===== src/rtl/cc_sevenseg_pkg.sv =====
// rtl/cc_sevenseg_pkg.sv - glyph constants and sizing helpers for the seven-segment scanner
package cc_sevenseg_pkg;

    // Segment order {g,f,e,d,c,b,a}, active-low.
    localparam logic [6:0] SEG_OFF  = 7'b1111111;
    localparam logic [6:0] SEG_DASH = 7'b0111111;

    localparam logic [6:0] GLYPH_0 = 7'b1000000;
    localparam logic [6:0] GLYPH_1 = 7'b1111001;
    localparam logic [6:0] GLYPH_2 = 7'b0100100;
    localparam logic [6:0] GLYPH_3 = 7'b0110000;
    localparam logic [6:0] GLYPH_4 = 7'b0011001;
    localparam logic [6:0] GLYPH_5 = 7'b0010010;
    localparam logic [6:0] GLYPH_6 = 7'b0000010;
    localparam logic [6:0] GLYPH_7 = 7'b1111000;
    localparam logic [6:0] GLYPH_8 = 7'b0000000;
    localparam logic [6:0] GLYPH_9 = 7'b0010000;
    localparam logic [6:0] GLYPH_A = 7'b0001000;
    localparam logic [6:0] GLYPH_B = 7'b0000011;
    localparam logic [6:0] GLYPH_C = 7'b1000110;
    localparam logic [6:0] GLYPH_D = 7'b0100001;
    localparam logic [6:0] GLYPH_E = 7'b0000110;
    localparam logic [6:0] GLYPH_F = 7'b0001110;

    function automatic int presc_width(input int dig_ticks);
        return $clog2(dig_ticks);
    endfunction

endpackage


===== src/rtl/cc_sevenseg_decode.sv =====
// rtl/cc_sevenseg_decode.sv - nibble to active-low seven-segment glyph
module cc_sevenseg_decode
    import cc_sevenseg_pkg::*;
(
    input  logic [3:0] nibble_i,
    input  logic       hex_i,
    input  logic       dark_i,
    output logic [6:0] glyph_o
);

    always_comb begin
        glyph_o = SEG_OFF;
        if (!dark_i) begin
            case (nibble_i)
                4'h0: glyph_o = GLYPH_0;
                4'h1: glyph_o = GLYPH_1;
                4'h2: glyph_o = GLYPH_2;
                4'h3: glyph_o = GLYPH_3;
                4'h4: glyph_o = GLYPH_4;
                4'h5: glyph_o = GLYPH_5;
                4'h6: glyph_o = GLYPH_6;
                4'h7: glyph_o = GLYPH_7;
                4'h8: glyph_o = GLYPH_8;
                4'h9: glyph_o = GLYPH_9;
                4'hA: glyph_o = hex_i ? GLYPH_A : SEG_DASH;
                4'hB: glyph_o = hex_i ? GLYPH_B : SEG_DASH;
                4'hC: glyph_o = hex_i ? GLYPH_C : SEG_DASH;
                4'hD: glyph_o = hex_i ? GLYPH_D : SEG_DASH;
                4'hE: glyph_o = hex_i ? GLYPH_E : SEG_DASH;
                default: glyph_o = hex_i ? GLYPH_F : SEG_DASH;
            endcase
        end
    end

endmodule


===== src/rtl/cc_sevenseg_scan.sv =====
// rtl/cc_sevenseg_scan.sv - multiplexed seven-segment scanner with frame-aligned shadow load
module cc_sevenseg_scan
    import cc_sevenseg_pkg::*;
#(
    parameter int NDIG          = 4,
    parameter int DIG_TICKS     = 12500,
    parameter int BLINK_FRAMES  = 50,
    parameter int AN_ACTIVE_LOW = 0
) (
    input  logic              CC_SEVENSEG_SCAN_CLOCK_50,
    input  logic              CC_SEVENSEG_SCAN_RESET_InHigh,
    input  logic [4*NDIG-1:0] CC_SEVENSEG_SCAN_data,
    input  logic [NDIG-1:0]   CC_SEVENSEG_SCAN_dp,
    input  logic [NDIG-1:0]   CC_SEVENSEG_SCAN_blank,
    input  logic [NDIG-1:0]   CC_SEVENSEG_SCAN_blink,
    input  logic              CC_SEVENSEG_SCAN_hex,
    input  logic              CC_SEVENSEG_SCAN_lzs,
    input  logic              CC_SEVENSEG_SCAN_load,
    output logic              CC_SEVENSEG_SCAN_ack,
    output logic [6:0]        CC_SEVENSEG_SCAN_seg,
    output logic              CC_SEVENSEG_SCAN_dpo,
    output logic [NDIG-1:0]   CC_SEVENSEG_SCAN_an,
    output logic              CC_SEVENSEG_SCAN_frame
);

    localparam int PW = presc_width(DIG_TICKS);
    localparam int IW = $clog2(NDIG);
    localparam int FW = $clog2(BLINK_FRAMES + 1);
    localparam int SW = 7 * NDIG + 2;

    localparam logic [PW-1:0]   PRESC_LAST = PW'(DIG_TICKS - 1);
    localparam logic [IW-1:0]   IDX_LAST   = IW'(NDIG - 1);
    localparam logic [FW-1:0]   FC_LAST    = FW'(BLINK_FRAMES - 1);
    localparam logic [NDIG-1:0] AN_FLIP    = (AN_ACTIVE_LOW != 0) ? {NDIG{1'b1}} : {NDIG{1'b0}};
    // Config word layout: {lzs, hex, blink, blank, dp, data}; reset leaves every digit blanked.
    localparam logic [SW-1:0]   CFG_RST    = {2'b00, {NDIG{1'b0}}, {NDIG{1'b1}},
                                              {NDIG{1'b0}}, {(4*NDIG){1'b0}}};

    logic [PW-1:0]   presc_q, presc_d;
    logic [IW-1:0]   idx_q, idx_d;
    logic [FW-1:0]   fcnt_q, fcnt_d;
    logic            bphase_q, bphase_d;
    logic            pending_q, pending_d;
    logic            ack_q, frame_q;
    logic [SW-1:0]   stg_q, stg_d;
    logic [SW-1:0]   act_q, act_d;
    logic [6:0]      seg_q;
    logic            dpo_q;
    logic [NDIG-1:0] an_q;

    logic            tc, boundary;
    logic [4*NDIG-1:0] a_data;
    logic [NDIG-1:0] a_dp, a_blank, a_blink;
    logic            a_hex, a_lzs;
    logic [NDIG-1:0] dark_vec, an_d;
    logic            run_zero;
    logic [3:0]      cur_nib;
    logic            cur_dark, cur_dp;
    logic [6:0]      glyph;

    always_comb begin
        tc        = (presc_q == PRESC_LAST);
        boundary  = tc && (idx_q == IDX_LAST);
        presc_d   = tc ? '0 : presc_q + 1'b1;
        idx_d     = idx_q;
        if (tc) begin
            idx_d = (idx_q == IDX_LAST) ? '0 : idx_q + 1'b1;
        end
        fcnt_d    = fcnt_q;
        bphase_d  = bphase_q;
        if (boundary) begin
            if (fcnt_q == FC_LAST) begin
                fcnt_d   = '0;
                bphase_d = ~bphase_q;
            end else begin
                fcnt_d = fcnt_q + 1'b1;
            end
        end
        // A load on the boundary cycle lands in staging after the copy, so it waits a frame.
        stg_d     = CC_SEVENSEG_SCAN_load
                    ? {CC_SEVENSEG_SCAN_lzs, CC_SEVENSEG_SCAN_hex, CC_SEVENSEG_SCAN_blink,
                       CC_SEVENSEG_SCAN_blank, CC_SEVENSEG_SCAN_dp, CC_SEVENSEG_SCAN_data}
                    : stg_q;
        pending_d = CC_SEVENSEG_SCAN_load || (pending_q && !boundary);
        act_d     = (boundary && pending_q) ? stg_q : act_q;
    end

    assign a_data  = act_d[4*NDIG-1:0];
    assign a_dp    = act_d[5*NDIG-1:4*NDIG];
    assign a_blank = act_d[6*NDIG-1:5*NDIG];
    assign a_blink = act_d[7*NDIG-1:6*NDIG];
    assign a_hex   = act_d[7*NDIG];
    assign a_lzs   = act_d[7*NDIG+1];

    // Outputs are registered from next-state values so they track the new slot/frame on the edge.
    always_comb begin
        run_zero = 1'b1;
        dark_vec = '0;
        an_d     = '0;
        cur_nib  = 4'h0;
        cur_dark = 1'b1;
        cur_dp   = 1'b0;
        for (int i = NDIG - 1; i >= 0; i--) begin
            run_zero    = run_zero && (a_data[4*i +: 4] == 4'h0);
            dark_vec[i] = a_blank[i] || (a_blink[i] && bphase_d) || (a_lzs && run_zero && (i != 0));
        end
        for (int i = 0; i < NDIG; i++) begin
            if (idx_d == IW'(i)) begin
                an_d[i]  = 1'b1;
                cur_nib  = a_data[4*i +: 4];
                cur_dark = dark_vec[i];
                cur_dp   = a_dp[i];
            end
        end
    end

    cc_sevenseg_decode u_decode (
        .nibble_i (cur_nib),
        .hex_i    (a_hex),
        .dark_i   (cur_dark),
        .glyph_o  (glyph)
    );

    always_ff @(posedge CC_SEVENSEG_SCAN_CLOCK_50 or posedge CC_SEVENSEG_SCAN_RESET_InHigh) begin
        if (CC_SEVENSEG_SCAN_RESET_InHigh) begin
            presc_q   <= '0;
            idx_q     <= '0;
            fcnt_q    <= '0;
            bphase_q  <= 1'b0;
            pending_q <= 1'b0;
            ack_q     <= 1'b0;
            frame_q   <= 1'b0;
            stg_q     <= CFG_RST;
            act_q     <= CFG_RST;
            seg_q     <= SEG_OFF;
            dpo_q     <= 1'b1;
            an_q      <= AN_FLIP;
        end else begin
            presc_q   <= presc_d;
            idx_q     <= idx_d;
            fcnt_q    <= fcnt_d;
            bphase_q  <= bphase_d;
            pending_q <= pending_d;
            ack_q     <= boundary && pending_q;
            frame_q   <= boundary;
            stg_q     <= stg_d;
            act_q     <= act_d;
            seg_q     <= glyph;
            dpo_q     <= cur_dark || !cur_dp;
            an_q      <= an_d ^ AN_FLIP;
        end
    end

    assign CC_SEVENSEG_SCAN_ack   = ack_q;
    assign CC_SEVENSEG_SCAN_seg   = seg_q;
    assign CC_SEVENSEG_SCAN_dpo   = dpo_q;
    assign CC_SEVENSEG_SCAN_an    = an_q;
    assign CC_SEVENSEG_SCAN_frame = frame_q;

endmodule


===== config.mk =====
export PLATFORM = sky130hd
export DESIGN_NAME = cc_sevenseg_scan
export DESIGN_NICKNAME = d
export VERILOG_FILES = /design/src/rtl/cc_sevenseg_pkg.sv /design/src/rtl/cc_sevenseg_decode.sv /design/src/rtl/cc_sevenseg_scan.sv
export SDC_FILE = /design/constraint.sdc
export NUM_CORES = 1
export LEC_CHECK = 0
export CAP_MARGIN = 20
export CORE_ASPECT_RATIO = 0.8
export CORE_UTILIZATION = 50
export CTS_BUF_LIST = sky130_fd_sc_hd__clkbuf_4 sky130_fd_sc_hd__clkbuf_8 sky130_fd_sc_hd__clkbuf_16
export DETAILED_ROUTE_END_ITERATION = 10
export PLACE_DENSITY = 0.72
export SLEW_MARGIN = 10
export SYNTH_ARGS = -nofsm -noshare
export SYNTH_HDL_FRONTEND = slang
export SYNTH_HIERARCHICAL = 1
export SYNTH_SLANG_ARGS = --single-unit
export TNS_END_PERCENT = 1

===== constraint.sdc =====
create_clock -name CC_SEVENSEG_SCAN_CLOCK_50 -period 9.5 [get_ports CC_SEVENSEG_SCAN_CLOCK_50]
set_input_delay 0.95 -clock CC_SEVENSEG_SCAN_CLOCK_50 [delete_from_list [all_inputs] [get_ports CC_SEVENSEG_SCAN_CLOCK_50]]
set_output_delay 0.95 -clock CC_SEVENSEG_SCAN_CLOCK_50 [all_outputs]
set_load 0.005 [all_outputs]

Word level (Yosys, flattened, before mapping)

Index checks and enable logic that the tools add are counted.

Bits of input ports: 33
Word-level logic and storage cells: 95
Output and inout port bits: 14
Flip-flop bits (word level): 98

Muxes and demuxes: 31
Eq/ne operators: 20
$add $sub $neg: 3
Reductions and logical operators: 28
Bitwise operators: 1

Operators with widths:

| kind                                                             | count |
|---|---|
| 7-bit case mux with 15 select lines                              | 1 |
| 30-bit two-way mux                                               | 1 |
| 6-bit two-way mux                                                | 5 |
| 4-bit == test (second input constant)                            | 7 |
| 4-bit by 3-bit == test with 1-bit output (second input constant) | 4 |
| 4-bit zero test                                                  | 4 |
| 4-bit two-way mux                                                | 4 |
| 14-bit by 1-bit adder with 14-bit output (second input constant) | 1 |
| 14-bit == test (second input constant)                           | 1 |
| 1-bit two-way mux                                                | 14 |
| 14-bit two-way mux                                               | 1 |
| 7-bit two-way mux                                                | 2 |
| 1-bit logical AND                                                | 12 |
| 1-bit logical OR                                                 | 9 |
| 4-bit by 2-bit == test with 1-bit output (second input constant) | 2 |
| 6-bit by 1-bit adder with 6-bit output (second input constant)   | 1 |
| 2-bit == test (second input constant)                            | 3 |
| 6-bit == test (second input constant)                            | 1 |
| 5-bit two-way mux                                                | 1 |
| 4-bit by 1-bit == test with 1-bit output (second input constant) | 1 |
| 2-bit two-way mux                                                | 2 |
| 2-bit by 1-bit adder with 2-bit output (second input constant)   | 1 |
| 2-bit by 1-bit == test with 1-bit output (second input constant) | 1 |
| 1-bit zero test                                                  | 2 |
| other kinds (2)                                                  | 2 |

Depth between registers and ports, before layout

Depth in word-level cells: 13
Depth in mapped cells: 14
Depth with buffers taken out: 10

Hierarchy

The synthesis kept the hierarchy.

Modules (own cells, without submodules):

| module             | cells an instance | times used | area an instance (um^2) |
|---|---|---|---|
| cc_sevenseg_scan   | 319               | 1          | 4141.5 |
| cc_sevenseg_decode | 44                | 1          | 274.0 |

Worst setup path after synthesis

No wires, ideal clock.

Kind: reg-to-reg
Start: register presc_q[0]
End: register seg_q[3] (netlist: CC_SEVENSEG_SCAN_seg[3])
Slack: 5976 ps
Arrival time: 3438 ps
Path buffers: 3
Period minus slack after synthesis: 3524 ps
Setup time: 86 ps
Required time: 9414 ps
Stages on the path, launching flop included: 13
Cell sequence: dfrtp_1 > ha_1 > or4b_4 > nor4_2 > mux2i_1 > clkbuf_1 > clkbuf_1 > nand2_1 > o211ai_1 > o21ai_0 > buf_2 > o2bb2ai_1 > a2111o_1

RTL lines:

| what                                        | line                     | RTL |
|---|---|---|
| start, declared                             | cc_sevenseg_scan.sv:39   | `logic [PW-1:0] presc_q, presc_d;` |
| start signal, assigned                      | cc_sevenseg_scan.sv:139  | `presc_q <= presc_d;` |
| 14-bit == test (*)                          | cc_sevenseg_scan.sv:62   | `tc = (presc_q == PRESC_LAST);` |
| 1-bit logical AND                           | cc_sevenseg_scan.sv:63   | `boundary = tc && (idx_q == IDX_LAST);` |
| 1-bit logical AND                           | cc_sevenseg_scan.sv:85   | `act_d = (boundary && pending_q) ? stg_q : act_q;` |
| 30-bit two-way mux                          | cc_sevenseg_scan.sv:85   |  |
| 4-bit two-way mux (3 in a row)              | cc_sevenseg_scan.sv:108  | `if (idx_d == IW'(i)) begin` |
| 4-bit two-way mux (*)                       | cc_sevenseg_scan.sv:108  |  |
| named net cur_nib[1]                        | cc_sevenseg_scan.sv:57   | `logic [3:0] cur_nib;` |
| 4-bit == test, or another cell as far along | cc_sevenseg_decode.sv:14 | `case (nibble_i)` |
| 7-bit case mux with 15 select lines (*)     | cc_sevenseg_decode.sv:14 |  |
| 7-bit two-way mux (*)                       | cc_sevenseg_decode.sv:13 | `if (!dark_i) begin` |
| named net glyph[3]                          | cc_sevenseg_scan.sv:59   | `logic [6:0] glyph;` |
| end signal, assigned                        | cc_sevenseg_scan.sv:148  | `seg_q <= glyph;` |
| end, declared                               | cc_sevenseg_scan.sv:47   | `logic [6:0] seg_q;` |

Mark *: on every way through the listed nets, which the timed path passes. The rest lies on a longest branch.
A chain may end at the register's enable or synchronous reset.

Worst setup path in the final report

Start: register presc_q[0]
End: register seg_q[1] (netlist: CC_SEVENSEG_SCAN_seg[1])

RTL lines:

| what                           | line                     | RTL |
|---|---|---|
| 14-bit == test (*)             | cc_sevenseg_scan.sv:62   |  |
| 2-bit two-way mux (*)          | cc_sevenseg_scan.sv:66   | `if (tc) begin` |
| named net idx_d[0]             | cc_sevenseg_scan.sv:40   | `logic [IW-1:0] idx_q, idx_d;` |
| 2-bit zero test                | cc_sevenseg_scan.sv:108  |  |
| 1-bit two-way mux (3 in a row) | cc_sevenseg_scan.sv:108  |  |
| 1-bit two-way mux (*)          | cc_sevenseg_scan.sv:108  |  |
| named net cur_dark             | cc_sevenseg_scan.sv:58   | `logic cur_dark, cur_dp;` |
| 7-bit two-way mux (*)          | cc_sevenseg_decode.sv:13 |  |
| named net glyph[1]             | cc_sevenseg_scan.sv:59   |  |

Marks and branches as above.

==> flow_summary.yaml <==
run_status:
  status: "finished clean"
placement:
  place_congestion: 0.823
  dpl.cell_count: 514
  hpwl_um: 5700
  portBuffers: 46
drt:
  wl_per_cell_um: 15.0
  routed_via_density: 5.44
  vias: 2876
  wirelength_um: 7930
  ant_nets: 0
  dr.pass1.iters: 4
  dr.first_iter.drc_count: 157
  drcViolationCount: 0
sta:
  finalClockSkew_ns: 0.0125
  worst_pin_slew_ns: 0.774
  final_max_slew_viol_count: 0
  finalCritPeriodShare: 0.423
  slew_headroom: 0.484
  max_clock_freq_mhz: 249
  period_minus_slack_ns: 4.02
  rsz0062_at_grt: "false"
  final-setup-viol-count: 0
  hold_violations: 0
  fin_setup_tns_ns: 0
clock_network:
  cts_resized: 0
  clk_pin_slew_ns: 0.09
  cts-root-buf: "clkbuf_8"
  htreeDepth: 3
  clkLatencyLatePin_ns: 0.36
  cts_sinks: 98
  cts_buffers: 9
  cts_tree: "yes"
  cts_buffer_depth: 2
  postCtsSetupRepairBufs: 0
  ctsHoldBuffers: 0
critical_path:
  cp_data_required_time_ns: 9.77
  crit_chain: "ha_1 -> or4b_4 -> nor4_2 -> buf_4 -> mux2i_1 -> inv_1 -> o31ai_1 -> o22ai_1 -> nor4_1 -> a211oi_1"
  crit_path_max_fanout: 10
  cpLargestDelayFamily: "simple AND/OR/NAND/NOR gates"
  cp_slowest_cell: "mux2i_1"
  cp-end-kind: "register"
  crit_buf_inv: 2
  crit_cells: 10
  worstSetupPathType: "reg2reg"
  slowest_delay_ns: 0.63
  r2r_slack_ns: 5.48
  startpoint_type: "register"
  rr_worst_depth: 10
  arrival_ns: 4.28
floorplanning:
  num_rows: 30
  initial_core_util: 0.518
  fp.dieArea_um2: 9210
  core_area_um2: 8520
  die_h_um: 86.1
  die_w_um: 107
  ios: 47
global_route:
  grt_usage: 0.193
  grt-ovfl-total: 0
  grt_max_degree: 55
  grt_pass1_vias: 2810
  antenna_found_initial: 0
  grt_pass1_wl_um: 13700
min_path:
  hp-class: "reg2reg"
  hold_depth: 2
power:
  p_leak_nw: 2.43
  ir_drop_mv: 0.104
  p_per_area_nw_per_um2: 149
  total_power_mw: 0.780
cells_and_area:
  drive_gt1_frac: 0.242
  area_delta_synth_final_pct: 18.5
  antenna_cells: 0
  finalNetCount: 450
  stdcell_count: 529
synth:
  synth_flop_cell: "dfrtp_1"
  ys_warn_count: 6
  synthesis.area_um2: 4420
  synthArstFlopShare: 1.00
  seq_area_frac_synth: 0.560
  synth_area_leaders: "dfrtp_1 46%, mux2_2 14%, dfstp_2 9.5%"
  synth-seq-cells: 98
  syn_inst: 363
  yosys.area.top_type: "dfrtp_1"
  avgSynthCellArea_um2: 12.2
  synth_common_cells: "82 x dfrtp_1, 53 x mux2_2, 28 x nand2_1"
  synth_top_area_frac: 0.465
  synth_most_common_cell: "dfrtp_1"
  synth_cell_types: 57
  synth-edff-count: 0
  synth_nets: 400
flow_run:
  drv_cap: 0
-- cells in the final DEF (no fill, tap or decap), drive strengths merged, types with 4 or more instances in the layout --
cell and count:
dfrtp 82, mux2 59, clkdlybuf4s50 46, nand2 28
nor2 22, dfstp 16, clkbuf 13, o21ai 13
mux2i 12, buf 9, inv 9, a21oi 8
xnor2 7, nand4 6, nor3 6, nand3 6
xor2 6, nor2b 5, and3 5, nor4 5
a211oi 4, ha 4
-- final cells by class --
class | count | area, um2
Sequential cell | 98 | 2470
Clock buffer | 13 | 173
Multi-Input combinational cell | 238 | 1820
Fill cell | 679 | 3290
Inverter | 11 | 42.5
Timing Repair Buffer | 55 | 528
Tap cell | 112 | 140
Clock inverter | 2 | 60.1
-- report_power, final --
group	leakage (nW)	switching, mW	total (mW)	internal (mW)
Clock	0.119	0.129	0.300	0.172
Combinational	1.08	0.0155	0.0395	0.0240
Sequential	1.23	0.00878	0.440	0.431
Total	2.43	0.153	0.780	0.627
-- metrics by stage --
stage                     hold WS (ns)  worst slack [ns]  cell area, um2   util
after global routing             0.516              5.13            5230  0.614
final                            0.490              5.48            5230  0.614
after CTS                        0.498              5.47            5230  0.614
after global placement           0.444              5.43            4990  0.586
after detailed placement         0.478              5.47            5000  0.587
after floorplan                  0.432              5.98            4420      -
-- path summary, 6_finish.rpt --
path | start | endpoint
min reg2reg | act_q[27] | act_q[27]
min | act_q[27] | act_q[27]
max reg2reg | presc_q[0] | CC_SEVENSEG_SCAN_seg[1]
min in group asynchronous | CC_SEVENSEG_SCAN_RESET_InHigh | presc_q[4]
max in group asynchronous | CC_SEVENSEG_SCAN_RESET_InHigh | stg_q[26]
max | presc_q[0] | CC_SEVENSEG_SCAN_seg[1]
-- cells by family after synthesis --
family                   Yosys count  share of synthesized area
AO/OA/AOI/OAI                     49                     0.0757
flip-flops                        98                      0.560
adder cells (fa/ha/maj)            4                     0.0113
buffers and inverters             27                     0.0297
AND/OR/NAND/NOR                  101                      0.119
XOR/XNOR                          13                     0.0258
multiplexers                      71                      0.179
-- tightest hold or removal path, delay by kind of cell (launching register included) --
kind	cells	cell delay [ns]
flops	1	0.33
buf+inv	1	0.05
mux	1	0.08
-- state kept, by name, summed over array words and instances, names as in the netlist, 2 cells and up --
name / count
act_q: 30
stg_q: 30
presc_q: 14
CC_SEVENSEG_SCAN_seg: 7
fcnt_q: 6
CC_SEVENSEG_SCAN_an: 4
idx_q: 2
-- routing by layer --
| metal | share of wire | global-route usage |
|---|---|---|
| met4 | 0.0088 | 0.0486 |
| met5 | 0 | 0 |
| met3 | 0.048 | 0.0517 |
| met2 | 0.44 | 0.281 |
| met1 | 0.50 | 0.287 |
Note: power is estimated with default switching activity, not from simulation.
